==> config.mk <==
export PLATFORM = sky130hd
export DESIGN_NAME = rf_wb_queue
export DESIGN_NICKNAME = d
export VERILOG_FILES = /design/src/rtl/rf_wb_queue.sv
export SDC_FILE = /design/constraint.sdc
export NUM_CORES = 1
export LEC_CHECK = 0
export BUFFER_PORTS_ARGS = -buffer_cell sky130_fd_sc_hd__buf_2
export CAP_MARGIN = 20
export CORE_ASPECT_RATIO = 0.6
export CORE_MARGIN = 1
export CORE_UTILIZATION = 45
export DETAILED_ROUTE_END_ITERATION = 8
export PLACE_DENSITY = 0.67
export SLEW_MARGIN = 20
export SYNTH_ARGS = -nofsm -noshare
export SYNTH_HDL_FRONTEND = slang
export SYNTH_SLANG_ARGS = --single-unit
==> constraint.sdc <==
create_clock -name clk -period 2.2 [get_ports clk]
set_clock_uncertainty 0.1 [all_clocks]
set_input_delay 0.33 -clock clk [delete_from_list [all_inputs] [get_ports clk]]
set_output_delay 0.33 -clock clk [all_outputs]
set_load 0.005 [all_outputs]
==> src/rtl/rf_wb_queue.sv <==
// rf_wb_queue: writeback queue in front of the register-file write port.
// Buffers (addr,data) requests, drains at most one per cycle into registered
// we3/wa3/wd3, and optionally forwards pending data to two read ports.
// Optional feature macro: RF_WB_FWD_EN (combinational read forwarding).
module rf_wb_queue #(
   parameter int unsigned DEPTH = 4,
   parameter int unsigned AW    = 5,
   parameter int unsigned DW    = 32
) (
   input  logic                       clk,
   input  logic                       rst_n,
   input  logic                       in_valid,
   output logic                       in_ready,
   input  logic [AW-1:0]              in_addr,
   input  logic [DW-1:0]              in_data,
   input  logic                       drain_en,
   output logic                       we3,
   output logic [AW-1:0]              wa3,
   output logic [DW-1:0]              wd3,
   input  logic [AW-1:0]              ra1,
   input  logic [AW-1:0]              ra2,
   output logic                       fwd1_hit,
   output logic [DW-1:0]              fwd1_data,
   output logic                       fwd2_hit,
   output logic [DW-1:0]              fwd2_data,
   output logic [$clog2(DEPTH):0]     count,
   output logic                       empty
);

   localparam int unsigned PW = $clog2(DEPTH);
   localparam int unsigned CW = PW + 1;

   logic [AW-1:0] addr_mem [DEPTH];
   logic [DW-1:0] data_mem [DEPTH];

   logic [PW-1:0] wr_ptr_q, wr_ptr_d;
   logic [PW-1:0] rd_ptr_q, rd_ptr_d;
   logic [CW-1:0] cnt_q, cnt_d;
   logic          we3_q;
   logic [AW-1:0] wa3_q;
   logic [DW-1:0] wd3_q;

   logic accept;
   logic store;
   logic pop;

   // Handshake and pointer/count next-state; address 0 completes but is dropped
   always_comb begin
      in_ready = (cnt_q < CW'(DEPTH));
      accept   = in_valid && in_ready;
      store    = accept && (in_addr != '0);
      pop      = drain_en && (cnt_q != '0);
      wr_ptr_d = store ? wr_ptr_q + PW'(1) : wr_ptr_q;
      rd_ptr_d = pop ? rd_ptr_q + PW'(1) : rd_ptr_q;
      cnt_d    = cnt_q;
      if (store && !pop) begin
         cnt_d = cnt_q + CW'(1);
      end else if (!store && pop) begin
         cnt_d = cnt_q - CW'(1);
      end
   end

   // Control state and registered regfile write port
   always_ff @(posedge clk or negedge rst_n) begin
      if (!rst_n) begin
         wr_ptr_q <= '0;
         rd_ptr_q <= '0;
         cnt_q    <= '0;
         we3_q    <= 1'b0;
         wa3_q    <= '0;
         wd3_q    <= '0;
      end else begin
         wr_ptr_q <= wr_ptr_d;
         rd_ptr_q <= rd_ptr_d;
         cnt_q    <= cnt_d;
         we3_q    <= pop;
         if (pop) begin
            wa3_q <= addr_mem[rd_ptr_q];
            wd3_q <= data_mem[rd_ptr_q];
         end
      end
   end

   // Entry storage; contents are don't-care until covered by the count
   always_ff @(posedge clk) begin
      if (store) begin
         addr_mem[wr_ptr_q] <= in_addr;
         data_mem[wr_ptr_q] <= in_data;
      end
   end

   assign we3   = we3_q;
   assign wa3   = wa3_q;
   assign wd3   = wd3_q;
   assign count = cnt_q;
   assign empty = (cnt_q == '0);

`ifdef RF_WB_FWD_EN
   // Newest match wins: output register first (oldest), then queue oldest->newest overriding
   function automatic logic [DW:0] lookup(input logic [AW-1:0] ra);
      logic [DW:0]   res;
      logic [PW-1:0] idx;
      res = '0;
      if (ra != '0) begin
         if (we3_q && (wa3_q == ra)) begin
            res = {1'b1, wd3_q};
         end
         for (int i = 0; i < DEPTH; i++) begin
            idx = rd_ptr_q + PW'(i);
            if ((CW'(i) < cnt_q) && (addr_mem[idx] == ra)) begin
               res = {1'b1, data_mem[idx]};
            end
         end
      end
      return res;
   endfunction

   // Forwarding lookup against state only, so same-cycle pushes are invisible
   always_comb begin
      {fwd1_hit, fwd1_data} = lookup(ra1);
      {fwd2_hit, fwd2_data} = lookup(ra2);
   end
`else
   logic unused_ra;
   assign unused_ra = ^{ra1, ra2};
   assign fwd1_hit  = 1'b0;
   assign fwd1_data = '0;
   assign fwd2_hit  = 1'b0;
   assign fwd2_data = '0;
`endif

endmodule

==> run summary <==
The critical path's most frequent cell is sky130_fd_sc_hd__buf_4. The nature of the critical path startpoint is a register. In this run the number of H-tree levels came out at 4. The largest net degree at the start of global routing is 40.

The critical path is of the register to register type. The flow ran to the end, and the final reports show no timing, DRC or antenna violations. The number of antenna violations at the first check in global routing came out at 3. The endpoint kind of the worst setup timing path is a register.

The detailed router finished its first iteration with 193 violations. The number of buffer and inverter stages on the critical path is 3. The total routing usage reported by global routing came out at 16.8%. The ratio of final minimum period to clock period is a little over 90%. The floorplan step set the die width to roughly 170 um.

The maximum net fanout on the critical path came out at 39. The relative area change from synthesis to final layout came out at 15.9%. The first-pass GRT wire length came out at approximately 21000 um.

TritonCTS built the clock tree. The total grt overflow is 0. The total clock sinks came out at approximately 190. STA puts the critical path data required time at approximately 2.4 ns. The library cell used most frequently in the layout, excluding fill and tap cells, is sky130_fd_sc_hd__edfxtp_1.

The average instance in the mapped netlist occupies ~17 um^2. The highest attainable clock frequency came out at about 0.5 GHz. On the worst path, the slowest cell contributes a delay of about 0.47 ns. The sequential cells in the finished layout cover a total of 5570 um^2. The number of library cell types mapped by synthesis came out at 22. The worst path setup slack after routing came out at ~0.18 ns. The final-report setup violation count came out at 0. The synthesized netlist cell count is approximately 450. The length of the first detailed-routing pass in iterations is 5. Summing all multi-input logic gate instances after layout gives between 1500 and 2000 um^2. Dividing total power by cell area gives a power density of 1250 nW/um^2. The worst-skew pair later-pin latency is about 0.42 ns. Once the floorplan was initialized, standard cells occupied 46.6% of the core. The number of buffers on the longest clock path is 2. The final net count is between 600 and 700. Summing every instance area after synthesis gives 7660 um^2.

The average vias per placed instance is around 4.7. The power after layout came out at about 0.011 W. In this run, synthesis produced a sequential element count of approximately 190. The buffer cell driving the clock tree root is sky130_fd_sc_hd__clkbuf_16. Among cell families on the critical path, the largest total delay comes from buffers and inverters. The tightest min-delay check is of the primary input to register type. The core area came out at roughly 16000 um^2.

Setup repair after global routing left no endpoint under its margin. The setup slack after placement is -0.114 ns. The final period demand of the worst path is between 2 and 2.5 ns.

Max-cap violations in this run came to 0. The yosys synthesis warning count came out at 0. At the end of routability-driven placement, the weighted congestion stood at around 0.72. On the critical path, the stage with the largest delay is an instance of sky130_fd_sc_hd__buf_4.

The via count of the first global-routing pass is between 3000 and 4000. Once detail routing completed, the nets flagged for antenna violations numbered 0. The average wire length per cell after detail routing is between 15 and 20 um. The site row count came out at 36. For this design the static power due to leakage is around 3.6 nW. The share of final-layout standard cells stronger than drive strength 1 is 32.1%.

The overall die height came out at 103 um. The number of inserted filler cells in the final layout is 1316. Summed over all failing endpoints, the final setup total negative slack is 0 ns. The via count is 3767. The arrival time of the worst setup path came out at ~2.3 ns. The half-perimeter wire length of the detailed placement result is 8730 um. The overall die area is 17600 um^2. The sequential cell area fraction in the yosys report came out at between 70% and 80%. The number of max-slew violations in the final report came to 0. The total length of routed wires came out at 13800 um. The number of port buffers is 83. The critical path goes through o31ai_4, buf_4, inv_1, buf_4, nand2_1, xnor2_1. The clock slew seen by the registers of the worst setup and hold paths is around 0.08 ns.

The peak ir drop on the vdd network came out at about 520 uV. In the routed design, unresolved DRC markers number 0. The number of failing hold endpoints at the final stage came to 0. The library cells used most frequently in the layout, excluding fill and tap cells, are sky130_fd_sc_hd__edfxtp_1, sky130_fd_sc_hd__nand2_1, sky130_fd_sc_hd__buf_2. Counting the buffers created by CTS gives 17. 160 I/O pins were placed.
-- power breakdown --
group / leakage, nW / switching [W] / internal, W
Combinational: 1.38 / 0.00150 / 0.00146
Clock: 0.291 / 0.00138 / 0.00164
Sequential: 1.89 / 0.000376 / 0.00476
Total: 3.55 / 0.00325 / 0.00785
-- final timing paths --
| check | start | endpoint | slack [ns] | depth (start not counted) |
|---|---|---|---|---|
| max | count[0]$_DFFE_PN0P_ | rd_ptr_q[1]$_DFFE_PN0P_ | 0.18 | 6 |
| min | in_data[25] | data_mem[2][25]$_DFFE_PP_ | 0.02 | 1 |
| max reg2reg | count[0]$_DFFE_PN0P_ | rd_ptr_q[1]$_DFFE_PN0P_ | 0.18 | 6 |
| min reg2reg | wd3[14]$_DFFE_PN0P_ | wd3[14]$_DFFE_PN0P_ | 0.37 | 2 |
| max in group asynchronous | rst_n | wd3[12]$_DFFE_PN0P_ | 1.14 | 3 |
| min in group asynchronous | rst_n | count[0]$_DFFE_PN0P_ | 0.27 | 2 |
-- kinds of logic (layout without fill, tap and decap cells) --
logic type | Yosys count | count (layout) | synth area share (%)
multiplexers | 39 | 39 | 11.2
XOR/XNOR | 6 | 6 | 0.686
adder cells (fa/ha/maj) | 6 | 6 | 1.08
buffers and inverters | 87 | 143 | 7.77
flip-flops | 193 | 193 | 72.7
AND/OR/NAND/NOR | 119 | 119 | 6.07
AO/OA/AOI/OAI | 2 | 2 | 0.441
other | 1 | 68 | 0.0489
-- flip-flops by register name, summed over array words and instances (netlist names) --
register  count
addr_mem     20
rd_ptr_q      2
wa3           5
data_mem    128
we3           1
wd3          32
wr_ptr_q      2
count         3
-- timing repair --
item / in CTS / in global routing
resized for setup: 0 / 0
setup buffers: 0 / 0
endpoints found under the setup margin: 0 / 0
hold buffers: 1 / 0
endpoints found under the hold margin: 11 / 0
-- Yosys cell counts --
library cell               number  share of area (%)
sky130_fd_sc_hd__o31ai_2        1               0.16
sky130_fd_sc_hd__buf_6          1               0.15
sky130_fd_sc_hd__fa_1           1               0.26
sky130_fd_sc_hd__nand2_1      112                5.5
sky130_fd_sc_hd__edfxtp_1     148                 58
sky130_fd_sc_hd__buf_4         67                6.6
sky130_fd_sc_hd__xnor2_1        5               0.57
sky130_fd_sc_hd__nor2_1         1              0.049
sky130_fd_sc_hd__buf_2          8               0.52
sky130_fd_sc_hd__o311a_4        1               0.28
sky130_fd_sc_hd__nor3_1         1              0.065
sky130_fd_sc_hd__mux2_2         1               0.15
sky130_fd_sc_hd__mux2_4         1               0.20
sky130_fd_sc_hd__or3_1          1              0.082
sky130_fd_sc_hd__and2_2         4               0.39
sky130_fd_sc_hd__conb_1         1              0.049
sky130_fd_sc_hd__mux4_2        37                 11
sky130_fd_sc_hd__inv_1          5               0.24
sky130_fd_sc_hd__ha_1           5               0.82
sky130_fd_sc_hd__dfrtp_1       45                 15
sky130_fd_sc_hd__clkbuf_1       6               0.29
sky130_fd_sc_hd__xor2_1         1               0.11
-- metrics by stage --
stage | util (%) | hold slack (ns) | area [um^2] | std cells
floorplan | - | -0.0656 | 7910 | 518
global placement | 50.4 | 0.172 | 8280 | 769
detailed placement | 50.4 | 0.173 | 8280 | 769
CTS | 54.0 | 0.000853 | 8880 | 802
global route | 54.0 | 0.00854 | 8880 | 802
finish | 54.0 | 0.0205 | 8880 | 804
-- routing by layer --
metal / global-route usage, % / share of wire [%] / up-vias
li1: - / - / 1719
met1: 21.6 / 46 / 1900
met2: 28.0 / 48 / 131
met3: 5.18 / 6.0 / 13
met4: 4.92 / 0.63 / 4
met5: 0 / 0.17 / -
-- final cells by class --
type | instances | area share, %
clock inverters | 14 | 1.66
multi-input cells | 238 | 19.7
inverters | 5 | 0.211
diodes | 2 | 0.0563
well taps | 228 | 3.21
clock buffers | 18 | 4.94
repair buffers | 106 | 7.49
flip-flops and latches | 193 | 62.7
Power figures use the tool's default switching activity.
